<file path="config.mk">
export PLATFORM = sky130hd
export DESIGN_NAME = tx_queue
export DESIGN_NICKNAME = d
export VERILOG_FILES = /design/src/rtl/uart_pkg.sv /design/src/rtl/tx_queue_mem.sv /design/src/rtl/tx_queue.sv
export SDC_FILE = /design/constraint.sdc
export NUM_CORES = 1
export LEC_CHECK = 0
export BUFFER_PORTS_ARGS = -buffer_cell sky130_fd_sc_hd__buf_2
export CORE_UTILIZATION = 65
export DETAILED_ROUTE_END_ITERATION = 7
export GPL_TIMING_DRIVEN = 1
export PLACE_DENSITY_LB_ADDON = 0.12
export REMOVE_ABC_BUFFERS = 1
export SLEW_MARGIN = 10
export SYNTH_ARGS = -nofsm -noshare
export SYNTH_HDL_FRONTEND = slang
export SYNTH_HIERARCHICAL = 1
export SYNTH_SLANG_ARGS = --single-unit
</file>
<file path="constraint.sdc">
create_clock -name clk -period 5.9 [get_ports clk]
set_clock_uncertainty 0.15 [all_clocks]
set_input_delay 0.59 -clock clk [delete_from_list [all_inputs] [get_ports clk]]
set_output_delay 0.59 -clock clk [all_outputs]
set_load 0.1 [all_outputs]
</file>
<file path="src/rtl/uart_pkg.sv">
// uart_pkg: shared types and default sizes for the UART transmit path.
// Holds the tx_queue drain FSM state encoding and the default queue
// depth / data width used by tx_queue and tx_queue_mem.
`timescale 1ns/1ps

package uart_pkg;

    localparam int TXQ_DEPTH  = 16;
    localparam int UART_WIDTH = 8;

    // Drain FSM: IDLE waits for data, LOAD strobes one byte into uart_tx,
    // BUSY waits for the transmitter to finish, GAP swallows a long done.
    typedef enum logic [1:0] {
        IDLE = 2'd0,
        LOAD = 2'd1,
        BUSY = 2'd2,
        GAP  = 2'd3
    } tx_queue_state_t;

endpackage

</file>
<file path="src/rtl/tx_queue_mem.sv">
// tx_queue_mem: byte storage for tx_queue.
// One synchronous write port and one asynchronous read port that always
// presents the entry at the read address (the queue head). Contents are
// not reset; the pointers in tx_queue decide what is valid.
`timescale 1ns/1ps

module tx_queue_mem
    import uart_pkg::*;
#(
    parameter  int DEPTH = TXQ_DEPTH,
    parameter  int WIDTH = UART_WIDTH,
    localparam int AW    = $clog2(DEPTH)
) (
    input  logic             clk,
    input  logic             i_we,
    input  logic [AW-1:0]    i_waddr,
    input  logic [WIDTH-1:0] i_wdata,
    input  logic [AW-1:0]    i_raddr,
    output logic [WIDTH-1:0] o_rdata
);

    logic [WIDTH-1:0] mem_q [DEPTH];

    // Write the incoming byte into its slot on an accepted push.
    always_ff @(posedge clk) begin
        if (i_we) begin
            mem_q[i_waddr] <= i_wdata;
        end
    end

    assign o_rdata = mem_q[i_raddr];

endmodule

</file>
<file path="src/rtl/tx_queue.sv">
// tx_queue: byte FIFO in front of uart_tx with a four-state drain FSM.
// A producer pushes bytes with one-cycle i_dv strobes; the FSM hands
// them one at a time to uart_tx (o_tx_dv/o_tx_byte) and waits for
// i_tx_done between bytes. DEPTH must be a power of two, at least 2.
// Pointers carry one extra MSB so full and empty are distinguishable;
// occupancy is the pointer difference.
// Optional feature: define TX_QUEUE_OVF_COUNT_EN to add o_ovf_count,
// a saturating 16-bit count of dropped writes (cleared only by reset).
// Handshake: a write is accepted on any edge where i_dv=1, the queue is
// not full at the start of the cycle and i_flush=0; a pop in that same
// cycle does not free space. o_tx_dv is a one-cycle start strobe and
// the byte is considered in flight until uart_tx reports i_tx_done.
`timescale 1ns/1ps

module tx_queue
    import uart_pkg::*;
#(
    parameter  int DEPTH = TXQ_DEPTH,
    parameter  int WIDTH = UART_WIDTH,
    localparam int CW    = $clog2(DEPTH) + 1
) (
    input  logic            clk,
    input  logic            n_rst,
    input  logic            i_dv,
    input  logic [WIDTH-1:0] i_byte,
    input  logic            i_flush,
    input  logic            i_tx_active,
    input  logic            i_tx_done,
    output logic            o_tx_dv,
    output logic [WIDTH-1:0] o_tx_byte,
    output logic            o_full,
    output logic            o_empty,
    output logic [CW-1:0]   o_count,
    output logic            o_overflow,
`ifdef TX_QUEUE_OVF_COUNT_EN
    output logic [15:0]     o_ovf_count,
`endif
    output tx_queue_state_t o_dbg_state
);

    localparam int            AW      = CW - 1;
    localparam logic [CW-1:0] DEPTH_C = CW'(DEPTH);
    localparam logic [CW-1:0] PTR_ONE = CW'(1);

    tx_queue_state_t  state_q, state_d;
    logic [CW-1:0]    wr_ptr_q, wr_ptr_d;
    logic [CW-1:0]    rd_ptr_q, rd_ptr_d;
    logic [WIDTH-1:0] tx_byte_q, tx_byte_d;
    logic             overflow_q, overflow_d;

    logic [CW-1:0]    count;
    logic             full;
    logic             empty;
    logic             push;
    logic             pop;
    logic             drop;
    logic [WIDTH-1:0] head;

    // Occupancy and the push/pop/drop decisions for this cycle.
    always_comb begin
        count = wr_ptr_q - rd_ptr_q;
        full  = (count == DEPTH_C);
        empty = (count == '0);
        pop   = (state_q == LOAD);
        push  = i_dv && !full && !i_flush;
        drop  = i_dv && full && !i_flush;
    end

    // Pointer update; flush clears both and overrides any push or pop.
    always_comb begin
        wr_ptr_d = wr_ptr_q;
        rd_ptr_d = rd_ptr_q;
        if (i_flush) begin
            wr_ptr_d = '0;
            rd_ptr_d = '0;
        end else begin
            if (push) wr_ptr_d = wr_ptr_q + PTR_ONE;
            if (pop)  rd_ptr_d = rd_ptr_q + PTR_ONE;
        end
    end

    // Drain FSM next state; the head byte is captured on entry to LOAD.
    always_comb begin
        state_d    = state_q;
        tx_byte_d  = tx_byte_q;
        overflow_d = drop;
        case (state_q)
            IDLE: begin
                if (!empty && !i_tx_active && !i_flush) begin
                    state_d   = LOAD;
                    tx_byte_d = head;
                end
            end
            LOAD:    state_d = BUSY;
            BUSY:    if (i_tx_done) state_d = GAP;
            GAP:     state_d = IDLE;
            default: state_d = IDLE;
        endcase
    end

    // State, pointers and registered outputs.
    always_ff @(posedge clk or negedge n_rst) begin
        if (!n_rst) begin
            state_q    <= IDLE;
            wr_ptr_q   <= '0;
            rd_ptr_q   <= '0;
            tx_byte_q  <= '0;
            overflow_q <= 1'b0;
        end else begin
            state_q    <= state_d;
            wr_ptr_q   <= wr_ptr_d;
            rd_ptr_q   <= rd_ptr_d;
            tx_byte_q  <= tx_byte_d;
            overflow_q <= overflow_d;
        end
    end

    tx_queue_mem #(
        .DEPTH (DEPTH),
        .WIDTH (WIDTH)
    ) u_mem (
        .clk     (clk),
        .i_we    (push),
        .i_waddr (wr_ptr_q[AW-1:0]),
        .i_wdata (i_byte),
        .i_raddr (rd_ptr_q[AW-1:0]),
        .o_rdata (head)
    );

`ifdef TX_QUEUE_OVF_COUNT_EN
    logic [15:0] ovf_cnt_q, ovf_cnt_d;

    // Saturating count of dropped writes; flush leaves it alone.
    always_comb begin
        ovf_cnt_d = ovf_cnt_q;
        if (drop && (ovf_cnt_q != 16'hFFFF)) begin
            ovf_cnt_d = ovf_cnt_q + 16'd1;
        end
    end

    // Dropped-write counter register, cleared only by reset.
    always_ff @(posedge clk or negedge n_rst) begin
        if (!n_rst) begin
            ovf_cnt_q <= '0;
        end else begin
            ovf_cnt_q <= ovf_cnt_d;
        end
    end

    assign o_ovf_count = ovf_cnt_q;
`endif

    assign o_tx_dv     = (state_q == LOAD);
    assign o_tx_byte   = tx_byte_q;
    assign o_full      = full;
    assign o_empty     = empty;
    assign o_count     = count;
    assign o_overflow  = overflow_q;
    assign o_dbg_state = state_q;

endmodule

</file>
==> run metrics, run 1 <==
final WL 12.5 mm; Post-Synth Adder-Cell Area 2.14%; Root Buffer Master clkbuf_8; ANT cells 0; nets 403; CTS max path bufs 2; largest cells by area after synthesis edfxtp_1 (62%), dfrtp_1 (8.5%), mux4_2 (6.5%), mux4_1 (5.9%), a22oi_1 (1.9%); maxcap violations 0; Placed Cells 488; post-layout util 76.2%; xor and xnor area share after synthesis 0.989%; RSZ-0062 raised after global routing false; PostCTS Resize Cnt 0; Die Span Y 99.7 um; Worst setup SP type register; sequential-to-total area share from yosys stat 70.5%; cell taking the most area after synthesis edfxtp_1; postcts setup bufs 0; post-synth cell types 45; Hold-fix buffers, CTS 1; DIE AREA 9930 um^2; status finished clean; Critical Path AT 4.10 ns; FMAX 249 MHz; global-route wire length before repair 19.1 mm; routed vias 3,364; asr flop ratio synth 14.1%; clk slew on worst S/H paths 0.07 ns; initial antenna violation count 0; CTS sink count 149; WL/cell 23.9 um; H-tree Lvls 4; cts bufs inserted 17; DR DRC count 0; max_slew headroom 42.2%; mux share of post-synthesis cell area 14.1%; Post-synth EDFFs 128; VDD IR max 0.433 mV; Ys Warns 6; final setup vio count 0; Core Region 9240 um^2; main flop type after synthesis edfxtp_1; met3 routed WL 1.16 mm; drt pass-1 iters 7; Synth Area in Simple Gates 5.87%; Leakage 2.46 nW; Initial Utilization 67.1%; Die X 99.7 um; layout overhead on the synthesized area 13.6%; vias in the first global route 3,333; Initial DRC Count 288; Congestion Overflow GR 0; Skew-Pair Late Insertion Delay 0.53 ns; hold crit path type in -> reg; post-route ant nets 0; #FFs+latches synth 149; non-filler cells, final 521; uppermost layer routed met4; syn avg cell area 18.5 um^2; GR Util All Layers 28.2%; Worst-Margin Slew 0.864 ns; Crit Path Category reg -> reg; WL met1 4.96 mm; final hold violations 0; Critical Path Sink Type register; Compound-Gate Fraction of Synth Area 4.16%; placed wire-length estimate 7.76 mm; Rows 35; Post-Syn Instances 336; GPL Wtd Cong 0.786; main combinational cell family by area after synthesis multiplexers; top cell type's share of synthesized area 62.0%; Max Slew Vio Count 0; Final period util 68.2%; Vias/cell 6.46; Top-Level Pins 33; share of layout cells above drive strength 1 24.7%; # port buffers 32; synthesized area 6200 um^2; CTS tree yes; cell area power density 496 nW/um^2; minimum clock period 4.02 ns; metal2 WL 5.96 mm; required time of the critical path 5.98 ns; largest net degree at the start of global routing 36; crit-path max FO 13
registers in the layout, summed over array words and instances (netlist names):
register     flops
o_overflow       1
u_mem/mem_q    128
rd_ptr_q         5
o_tx_byte        8
wr_ptr_q         5
o_dbg_state      2
metrics by stage:
step           hold slack, ns  instance area, um^2  worst slack [ns]  total power, mW  TNS [ns]
6_report                0.254                 7040              1.88             3.49         0
5_1_grt                 0.259                 7040              1.71             3.61         0
4_1_cts                 0.244                 7030              1.85             3.50         0
3_5_place_dp            0.340                 6450              1.91             2.48         0
3_3_place_gp            0.323                 6440              2.06             2.45         0
2_1_floorplan           0.144                 6100            -0.208             2.24     -1.66
report_power, final:
part	internal (mW)	total (mW)	switching, mW
combinational	0.325	1.21	0.886
sequential	1.20	1.25	0.0458
clock	0.608	1.03	0.424
total	2.14	3.49	1.36
layer usage:
layer | GRT usage, % | up-vias
met5 | 0 | -
met4 | 13.2 | 0
met3 | 7.94 | 28
met1 | 38.5 | 1693
li1 | - | 1450
met2 | 42.7 | 193
synth_stat cells, drive strengths merged, types with 4 or more instances:
cell / n
a21oi: 8
a22oi: 16
buf: 8
dfrtp: 21
edfxtp: 128
ha: 9
inv: 11
mux2: 8
mux4: 32
nand2: 13
nand3b: 4
nand4: 4
nor2: 22
nor3: 6
o21ai: 5
or3: 5
xnor2: 4
cells by family (layout without fill, tap and decap cells):
group / Yosys count / in the layout
and+or+nand+nor: 70 / 70
AOI/OAI and AO/OA: 36 / 36
DFF: 149 / 149
buffers and inverters: 23 / 79
xor gates and xnor gates: 7 / 7
muxes: 41 / 41
adders and majority gates: 10 / 10
cell usage in the layout, fill, tap and decap left out, types with 3 or more instances in the layout:
cell type / n
o21ai_0: 5
or3_1: 5
ha_1: 9
xor2_1: 3
nand2b_1: 3
nand3b_1: 4
nand2_1: 13
nor3_1: 3
mux4_1: 14
buf_2: 32
buf_4: 3
nand4_1: 4
clkinvlp_4: 3
clkinv_4: 4
edfxtp_1: 128
inv_1: 11
mux4_2: 18
a21oi_1: 8
nor3_2: 3
mux2_2: 6
nor2_1: 22
clkbuf_16: 16
dfrtp_1: 20
a22oi_1: 16
xnor2_1: 4
final timing paths:
path	from	to	slack, ns	cells after the start
worst max-delay path	wr_ptr_q[0]	u_mem/mem_q[0][5]	1.88	11
worst min-delay path	i_tx_active	o_dbg_state[0]	0.25	4
worst max register to register	wr_ptr_q[0]	u_mem/mem_q[0][5]	1.88	11
worst min register to register	o_tx_byte[7]	o_tx_byte[7]	0.35	1
max in group asynchronous	n_rst	rd_ptr_q[0]	4.86	2
min in group asynchronous	n_rst	o_tx_byte[3]	0.40	2
critical path, cell delays in order, from the launching register on:
cell and delay (ns):
dfrtp_1 0.54, inv_1 0.12, ha_1 0.17, inv_1 0.06, fa_1 0.40, nand3_1 0.17
a21oi_1 0.10, o221a_4 0.34, nor3_1 0.36, or3b_2 0.55, nor3_1 0.51, buf_4 0.26
final cells by class:
type | instances | area, um^2
Clock buffer | 19 | 422
Multi-Input combinational cell | 164 | 1700
Inverter | 11 | 41.3
Tap cell | 129 | 161
Fill cell | 526 | 2200
Timing Repair Buffer | 36 | 193
Sequential cell | 149 | 4370
Clock inverter | 13 | 150
Note: power is estimated with default switching activity, not from simulation.
==> run 2, diff against run 1 <==
--- a/config.mk
+++ b/config.mk
@@ -5,8 +5,9 @@
 export SDC_FILE = /design/constraint.sdc
 export NUM_CORES = 1
 export LEC_CHECK = 0
+export ABC_AREA = 1
 export BUFFER_PORTS_ARGS = -buffer_cell sky130_fd_sc_hd__buf_2
-export CORE_UTILIZATION = 65
+export CORE_UTILIZATION = 55
 export DETAILED_ROUTE_END_ITERATION = 7
 export GPL_TIMING_DRIVEN = 1
 export PLACE_DENSITY_LB_ADDON = 0.12
==> constraint.sdc (replaced) <==
create_clock -name clk -period 3.5 [get_ports clk]
set_clock_uncertainty 0.15 [all_clocks]
set_input_delay 0.35 -clock clk [delete_from_list [all_inputs] [get_ports clk]]
set_output_delay 0.35 -clock clk [all_outputs]
set_load 0.1 [all_outputs]
==> run 2 against run 1 <==
  * Non-clock buffer count up 15
  * Final area increased by 11%
  * Sequential power up 66%
  * Via count up 41%
  * First-iteration DRC count is 82% higher
  * Critical path depth increased by 2
  * Critical path type unchanged
  * Largest cell class unchanged
  * Largest power group is now combinational logic
==> run metrics, run 2 <==
Congestion Overflow GR 0 (unchanged); placed wire-length estimate 9.99 mm (was 7.76 mm); largest cells by area after synthesis edfxtp_1 (56%), nand2_1 (12%), nand3_1 (8.0%), dfrtp_1 (7.7%), inv_1 (6.6%) (was edfxtp_1 (62%), dfrtp_1 (8.5%), mux4_2 (6.5%), mux4_1 (5.9%), a22oi_1 (1.9%)); Worst setup SP type register (unchanged); FMAX 321 MHz (was 249 MHz); Top reg by flops u_mem/mem_q (unchanged); Post-Syn Instances 694 (was 336); Register Area 4370 um^2 (unchanged); post-synth cell types 30 (was 45); Post-synth EDFFs 128 (unchanged); Final period util 89.1% (was 68.2%); commonest non-fill, non-tap cell in the layout nand2_1 (was edfxtp_1); nets 763 (was 403); Post-DP Area 7210 um^2 (was 6450 um^2); final instance area 7800 um^2 (was 7040 um^2); most frequent cells in the layout nand2_1 (214), edfxtp_1 (128), inv_1 (120) (was edfxtp_1 (128), buf_2 (32), nor2_1 (22)); # port buffers 32 (unchanged); cts bufs inserted 17 (unchanged); CTS tree yes (unchanged); Worst-Margin Slew 1.06 ns (was 0.864 ns); most numerous cell in the Yosys netlist nand2_1 (was edfxtp_1); Core Region 12,100 um^2 (was 9240 um^2); minimum clock period 3.12 ns (was 4.02 ns); drt pass-1 iters 5 (was 7); sw frac 40.9% (was 38.8%); GR Util All Layers 26.2% (was 28.2%); RSZ-0062 raised after global routing false (unchanged); maxcap violations 0 (unchanged); slowest stage delay, CP 0.53 ns (was 0.55 ns); ANT cells 0 (unchanged); synth cell count leaders nand2_1 (214), edfxtp_1 (128), inv_1 (120), nand3_1 (110), nor2_1 (24) (was edfxtp_1 (128), nor2_1 (22), dfrtp_1 (21), mux4_2 (18), a22oi_1 (16)); DIE AREA 12,900 um^2 (was 9930 um^2); Initial Utilization 56.8% (was 67.1%); syn avg cell area 9.86 um^2 (was 18.5 um^2); max_slew headroom 29.4% (was 42.2%); Critical Path AT 3.02 ns (was 4.10 ns); RR Endpoint u_mem/mem_q[12][5] (was u_mem/mem_q[0][5]); largest net degree at the start of global routing 69 (was 36); final WL 15.6 mm (was 12.5 mm); Multi-input gate area 1840 um^2 (was 1700 um^2); Vias/cell 5.18 (was 6.46); Die Span Y 114 um (was 99.7 um); clk slew on worst S/H paths 0.06 ns (was 0.07 ns); CTS sink count 149 (unchanged); Hold Slack 0.0668 ns (was 0.254 ns); post-layout util 64.7% (was 76.2%); asr flop ratio synth 14.1% (unchanged); required time of the critical path 3.41 ns (was 5.98 ns); critical path depth 13 (was 11); Die X 114 um (was 99.7 um); vias in the first global route 4,605 (was 3,333); R2R setup slack 0.38 ns (was 1.88 ns); cell taking the most area after synthesis edfxtp_1 (unchanged); end of the critical path u_mem/mem_q[12][5] (was u_mem/mem_q[0][5]); Skew-Pair Late Insertion Delay 0.42 ns (was 0.53 ns); hold crit path type in -> reg (unchanged); Setup TNS 0 ns (unchanged); Top-Level Pins 33 (unchanged); crit-path cells inv_1 > ha_1 > inv_1 > fa_1 > nand3_1 > nand3_1 > nand2_2 > inv_1 > nand3_2 > inv_2 > nor2_2 > nand3_1 > nor2_1 (was inv_1 > ha_1 > inv_1 > fa_1 > nand3_1 > a21oi_1 > o221a_4 > nor3_1 > or3b_2 > nor3_1 > buf_4); final hold violations 0 (unchanged); Ys Warns 6 (unchanged); Filler cells 942 (was 526); sequential-to-total area share from yosys stat 63.8% (was 70.5%); clock share of power 29.5% (about the same); M3 GR Usage 6.70% (was 7.94%); cell-internal power 3.62 mW (was 2.14 mW); Root Buffer Master clkbuf_16 (was clkbuf_8); #FFs+latches synth 149 (unchanged); Net Sw Power 2.51 mW (was 1.36 mW); CP max-delay cell nor2_1 (was or3b_2); Rows 40 (was 35); initial antenna violation count 0 (unchanged); main flop type after synthesis edfxtp_1 (unchanged); GRT met1 Usage 34.9% (was 38.5%); WP buf/inv 4 (was 3); GR peak layer met2 (unchanged); VDD IR max 0.541 mV (was 0.433 mV); share of layout cells above drive strength 1 12.5% (was 24.7%); layout overhead on the synthesized area 14.0% (was 13.6%); Leakage 3.53 nW (was 2.46 nW); Worst path top cell family by delay simple AND/OR/NAND/NOR gates (unchanged); crit path from wr_ptr_q[0] (unchanged); sequential power share 33.9% (was 35.8%); H-tree Lvls 4 (unchanged); Initial DRC Count 523 (was 288); Max Slew Vio Count 0 (unchanged); cell area power density 786 nW/um^2 (was 496 nW/um^2); reg2reg start wr_ptr_q[0] (unchanged); WL/cell 17.0 um (was 23.9 um); max FFs per register 128 (unchanged); synthesized area 6850 um^2 (was 6200 um^2); top cell type's share of synthesized area 56.2% (was 62.0%); combinational share of power 36.5% (was 34.7%); Critical Path Sink Type register (unchanged); GPL Wtd Cong 0.943 (was 0.786); total power 6.13 mW (was 3.49 mW); post-route ant nets 0 (unchanged); CTS max path bufs 2 (unchanged); GR Util met2 41.3% (was 42.7%); status finished clean (unchanged); routed vias 4,757 (was 3,364); Crit Path Category reg -> reg (unchanged); postcts setup bufs 0 (unchanged); global-route wire length before repair 24.1 mm (was 19.1 mm); final setup vio count 0 (unchanged); R2R cell count 13 (was 11); DR DRC count 0 (unchanged); crit-path max FO 8 (was 13)
==> run 2: worst min path at each step <==
stage / startpoint / to / slack (ns) / depth (start not counted)
after floorplan: n_rst / o_dbg_state[0] / -0.1 / 0
after global placement: n_rst / o_tx_byte[2] / 0.19 / 1
after detailed placement: n_rst / o_dbg_state[0] / 0.20 / 1
after CTS: i_dv / o_overflow / 0.06 / 3
after global routing: i_flush / rd_ptr_q[1] / 0.08 / 2
final: i_dv / o_overflow / 0.07 / 3
==> run 2: logic make-up (layout without fill, tap and decap cells) <==
kind of cell               count (synthesis)  in the layout  synth area share [%]
AOI/OAI and AO/OA                         15             15                  1.17
xor gates and xnor gates                   4              4                 0.512
adders and majority gates                 10             10                  1.94
buffers and inverters                    148            204                  9.23
DFF                                      149            149                  63.8
and+or+nand+nor                          368            368                  23.3
==> run 2: power groups by stage <==
stage	clock network, mW	registers, mW	logic (mW)
final	1.81	2.08	2.24
after global routing	1.89	2.09	2.40
after CTS	1.82	2.08	2.24
after detailed placement	0	2.11	2.23
after global placement	0	2.11	2.21
after floorplan	0	2.57	1.22
==> run 2: area by class of cell <==
type / count / share of cell area [%]
Timing Repair Buffer: 51 / 4.30
Clock inverter: 12 / 1.96
Inverter: 123 / 5.92
Sequential cell: 149 / 56.0
Tap cell: 168 / 2.69
Multi-Input combinational cell: 397 / 23.6
Clock buffer: 18 / 5.50
==> run 2: per-layer routing <==
| metal | vias up | share of wire (%) |
|---|---|---|
| li1 | 2320 | - |
| met1 | 2242 | 44 |
| met2 | 169 | 48 |
| met3 | 26 | 5.5 |
| met4 | 0 | 2.1 |
| met5 | - | 0 |
==> run 2: tightest hold or removal path: stages <==
cell,delay (ns)
buf_2,0.11
nand2_1,0.09
nor2_1,0.06
==> run 2: metrics by stage <==
step | worst slack [ns] | cells
2_1_floorplan | -1.90 | 669
3_3_place_gp | 0.487 | 887
3_5_place_dp | 0.399 | 887
4_1_cts | 0.378 | 918
5_1_grt | 0.0749 | 918
6_report | 0.381 | 918
==> run 2: what timing repair did <==
action                    CTS  global route
hold endpoints to repair   21             0
gates resized for setup     0             0
hold buffers                1             0
==> run 3, diff against run 2 <==
--- a/config.mk
+++ b/config.mk
@@ -7,7 +7,8 @@
 export LEC_CHECK = 0
 export ABC_AREA = 1
 export BUFFER_PORTS_ARGS = -buffer_cell sky130_fd_sc_hd__buf_2
-export CORE_UTILIZATION = 55
+export CORE_UTILIZATION = 65
+export CTS_CLUSTER_SIZE = 30
 export DETAILED_ROUTE_END_ITERATION = 7
 export GPL_TIMING_DRIVEN = 1
 export PLACE_DENSITY_LB_ADDON = 0.12
==> constraint.sdc (replaced) <==
create_clock -name clk -period 3.89 [get_ports clk]
set_clock_uncertainty 0.15 [all_clocks]
set_input_delay 0.389 -clock clk [delete_from_list [all_inputs] [get_ports clk]]
set_output_delay 0.389 -clock clk [all_outputs]
set_load 0.1 [all_outputs]
==> run 3 against run 2 <==
  * Utilization up 9.7 points
  * Wire length down 0.35%
  * Power down 12%
  * Sequential share of layout area up 1.1 points
  * Flip-flop and latch count unchanged
  * Via count up 1.5%
  * First-iteration DRC count down 5.2%
  * Highest routed layer unchanged
==> run metrics, run 3 (same netlist as run 2, synthesis figures left out) <==
RSZ-0062 raised after global routing false (unchanged); nets 753 (was 763); CTS max path bufs 2 (unchanged); clk slew on worst S/H paths 0.06 ns (about the same); Rows 37 (was 40); DR DRC count 0 (unchanged); Final period util 87.3%; GR Util All Layers 30.2% (was 26.2%); Critical Path AT 2.86 ns (was 3.02 ns); Hold Slack 0.0900 ns (was 0.0668 ns); Post-DP Area 7050 um^2 (was 7210 um^2); Leakage 3.46 nW (was 3.53 nW); final worst setup slack 0.496 ns (was 0.381 ns); routed vias 4,827 (was 4,757); Hold Crit Endpoint o_dbg_state[1] (was o_overflow); share of layout cells above drive strength 1 11.2% (was 12.5%); Initial Utilization 66.6% (was 56.8%); Top reg by flops u_mem/mem_q (unchanged); ANT cells 0 (unchanged); max_slew headroom 32.2% (was 29.4%); PostCTS Resize Cnt 0 (unchanged); GPL Wtd Cong 0.914 (was 0.943); CP max-delay cell dfrtp_1 (was nor2_1); required time of the critical path 3.35 ns (was 3.41 ns); cell area power density 703 nW/um^2 (was 786 nW/um^2); Die X 105 um (was 114 um); final instance area 7650 um^2 (was 7800 um^2); H-tree Lvls 4 (unchanged); Max Slew Vio Count 0 (unchanged); vias in the first global route 4,728 (was 4,605); minimum clock period 3.39 ns; final hold violations 0 (unchanged); cts bufs inserted 17 (unchanged); cell-internal power 3.12 mW (was 3.62 mW); initial antenna violation count 0 (unchanged); Congestion Overflow GR 0 (unchanged); FMAX 295 MHz; CTS sink count 149 (unchanged); Placed Cells 843 (was 887); Net Sw Power 2.26 mW (was 2.51 mW); max FFs per register 128 (unchanged); sw frac 42.0% (was 40.9%); largest net degree at the start of global routing 69 (unchanged); post-route ant nets 0 (unchanged); CTS tree yes (unchanged); layout overhead on the synthesized area 11.8% (was 14.0%); reg2reg start wr_ptr_q[0] (unchanged); DP Worst Slack 0.549 ns (was 0.399 ns); Crit Path Category reg -> out (was reg -> reg); final WL 15.5 mm (was 15.6 mm); DIE AREA 10,900 um^2 (was 12,900 um^2); sequential power share 34.8% (was 33.9%); crit-path cells inv_1 > ha_1 > inv_1 > fa_1 > or2_1 > nor2_2 > nand3_2 > inv_1 > buf_2 (was inv_1 > ha_1 > inv_1 > fa_1 > nand3_1 > nand3_1 > nand2_2 > inv_1 > nand3_2 > inv_2 > nor2_2 > nand3_1 > nor2_1); WP buf/inv 4 (unchanged); crit-path max FO 6 (was 8); Core Region 10,300 um^2 (was 12,100 um^2); slowest stage delay, CP 0.45 ns (was 0.53 ns); R2R setup slack 0.54 ns (was 0.38 ns); Critical Path Sink Type output pin (was register); combinational share of power 36.4% (was 36.5%); crit-path most repeated cell inv_1; Die Span Y 105 um (was 114 um); RR Endpoint u_mem/mem_q[8][5] (was u_mem/mem_q[12][5]); non-filler cells, final 878 (was 918); final setup vio count 0 (unchanged); Worst-Margin Slew 1.02 ns (was 1.06 ns); Worst path top cell family by delay buffers and inverters (was simple AND/OR/NAND/NOR gates); most frequent cells in the layout nand2_1 (214), edfxtp_1 (128), inv_1 (120) (unchanged); Skew-Pair Late Insertion Delay 0.53 ns (was 0.42 ns); R2R cell count 13 (unchanged); # port buffers 32 (unchanged); drt pass-1 iters 7 (was 5); Worst setup SP type register (unchanged); post-layout util 74.4% (was 64.7%); Root Buffer Master clkbuf_8 (was clkbuf_16); hold crit path type in -> reg (unchanged); status finished clean (unchanged); clock share of power 28.8% (was 29.5%); commonest non-fill, non-tap cell in the layout nand2_1 (unchanged); Top-Level Pins 33 (unchanged); Vias/cell 5.50 (was 5.18); postcts setup bufs 0 (unchanged); WL/cell 17.7 um (was 17.0 um); maxcap violations 0 (unchanged); VDD IR max 0.750 mV (was 0.541 mV); Initial DRC Count 496 (was 523); global-route wire length before repair 24.0 mm (was 24.1 mm); placed wire-length estimate 9.89 mm (was 9.99 mm); hold depth 5 (was 3); Hold-fix buffers, CTS 3 (was 1); hold_sp i_tx_done (was i_dv)
==> run 3: worst max path at each step <==
stage	end	startpoint	depth (start not counted)	slack, ns
5_1_grt	u_mem/mem_q[9][1]	wr_ptr_q[0]	13	0.26
3_5_place_dp	u_mem/mem_q[11][1]	wr_ptr_q[0]	13	0.55
4_1_cts	o_full	wr_ptr_q[0]	9	0.48
3_3_place_gp	u_mem/mem_q[9][2]	wr_ptr_q[0]	13	0.69
6_report	o_empty	wr_ptr_q[0]	9	0.50
2_1_floorplan	u_mem/mem_q[12][0]	rd_ptr_q[0]	10	-1.51
==> run 3: area by class of cell <==
type	count	area, um^2
timing repair buffer	41	235
fill	702	2630
clock inverter	15	154
tap	136	170
multi-input combinational	397	1840
sequential	149	4370
inverter	123	462
clock buffer	17	414
==> run 3: metrics by stage <==
step	setup TNS, ns	total power [mW]
3_5_place_dp	0	3.84
2_1_floorplan	-201.98	3.41
6_report	0	5.37
3_3_place_gp	0	3.80
4_1_cts	0	5.38
5_1_grt	0	5.58
==> run 3: layer usage <==
metal  vias up  routed length [um]  share of wire [%]  track usage (%)
met1      2253                6170                 40             38.1
li1       2298                   -                  -                -
met2       226                7550                 49             48.8
met3        50                1230                7.9             6.05
met5         -                   0                  0                0
met4         0                 584                3.8             17.6
==> run 3: worst reg2reg max path, cell delays in order (launching register included) <==
cell and delay (ns):
dfrtp_1 0.45, inv_1 0.13, ha_1 0.15, inv_1 0.06, fa_1 0.40, nand3_1 0.12
nand3_1 0.09, nand2_2 0.09, inv_1 0.06, nand3_2 0.08, inv_2 0.05, nor2_2 0.30
nand3b_1 0.27, nor2_1 0.58
==> run 3: power by group through the flow <==
stage	Combinational, mW	Clock [mW]	Sequential (mW)
6_report	1.96	1.55	1.87
5_1_grt	2.08	1.62	1.88
4_1_cts	1.95	1.57	1.87
3_5_place_dp	1.94	0	1.90
3_3_place_gp	1.91	0	1.90
2_1_floorplan	1.10	0	2.31
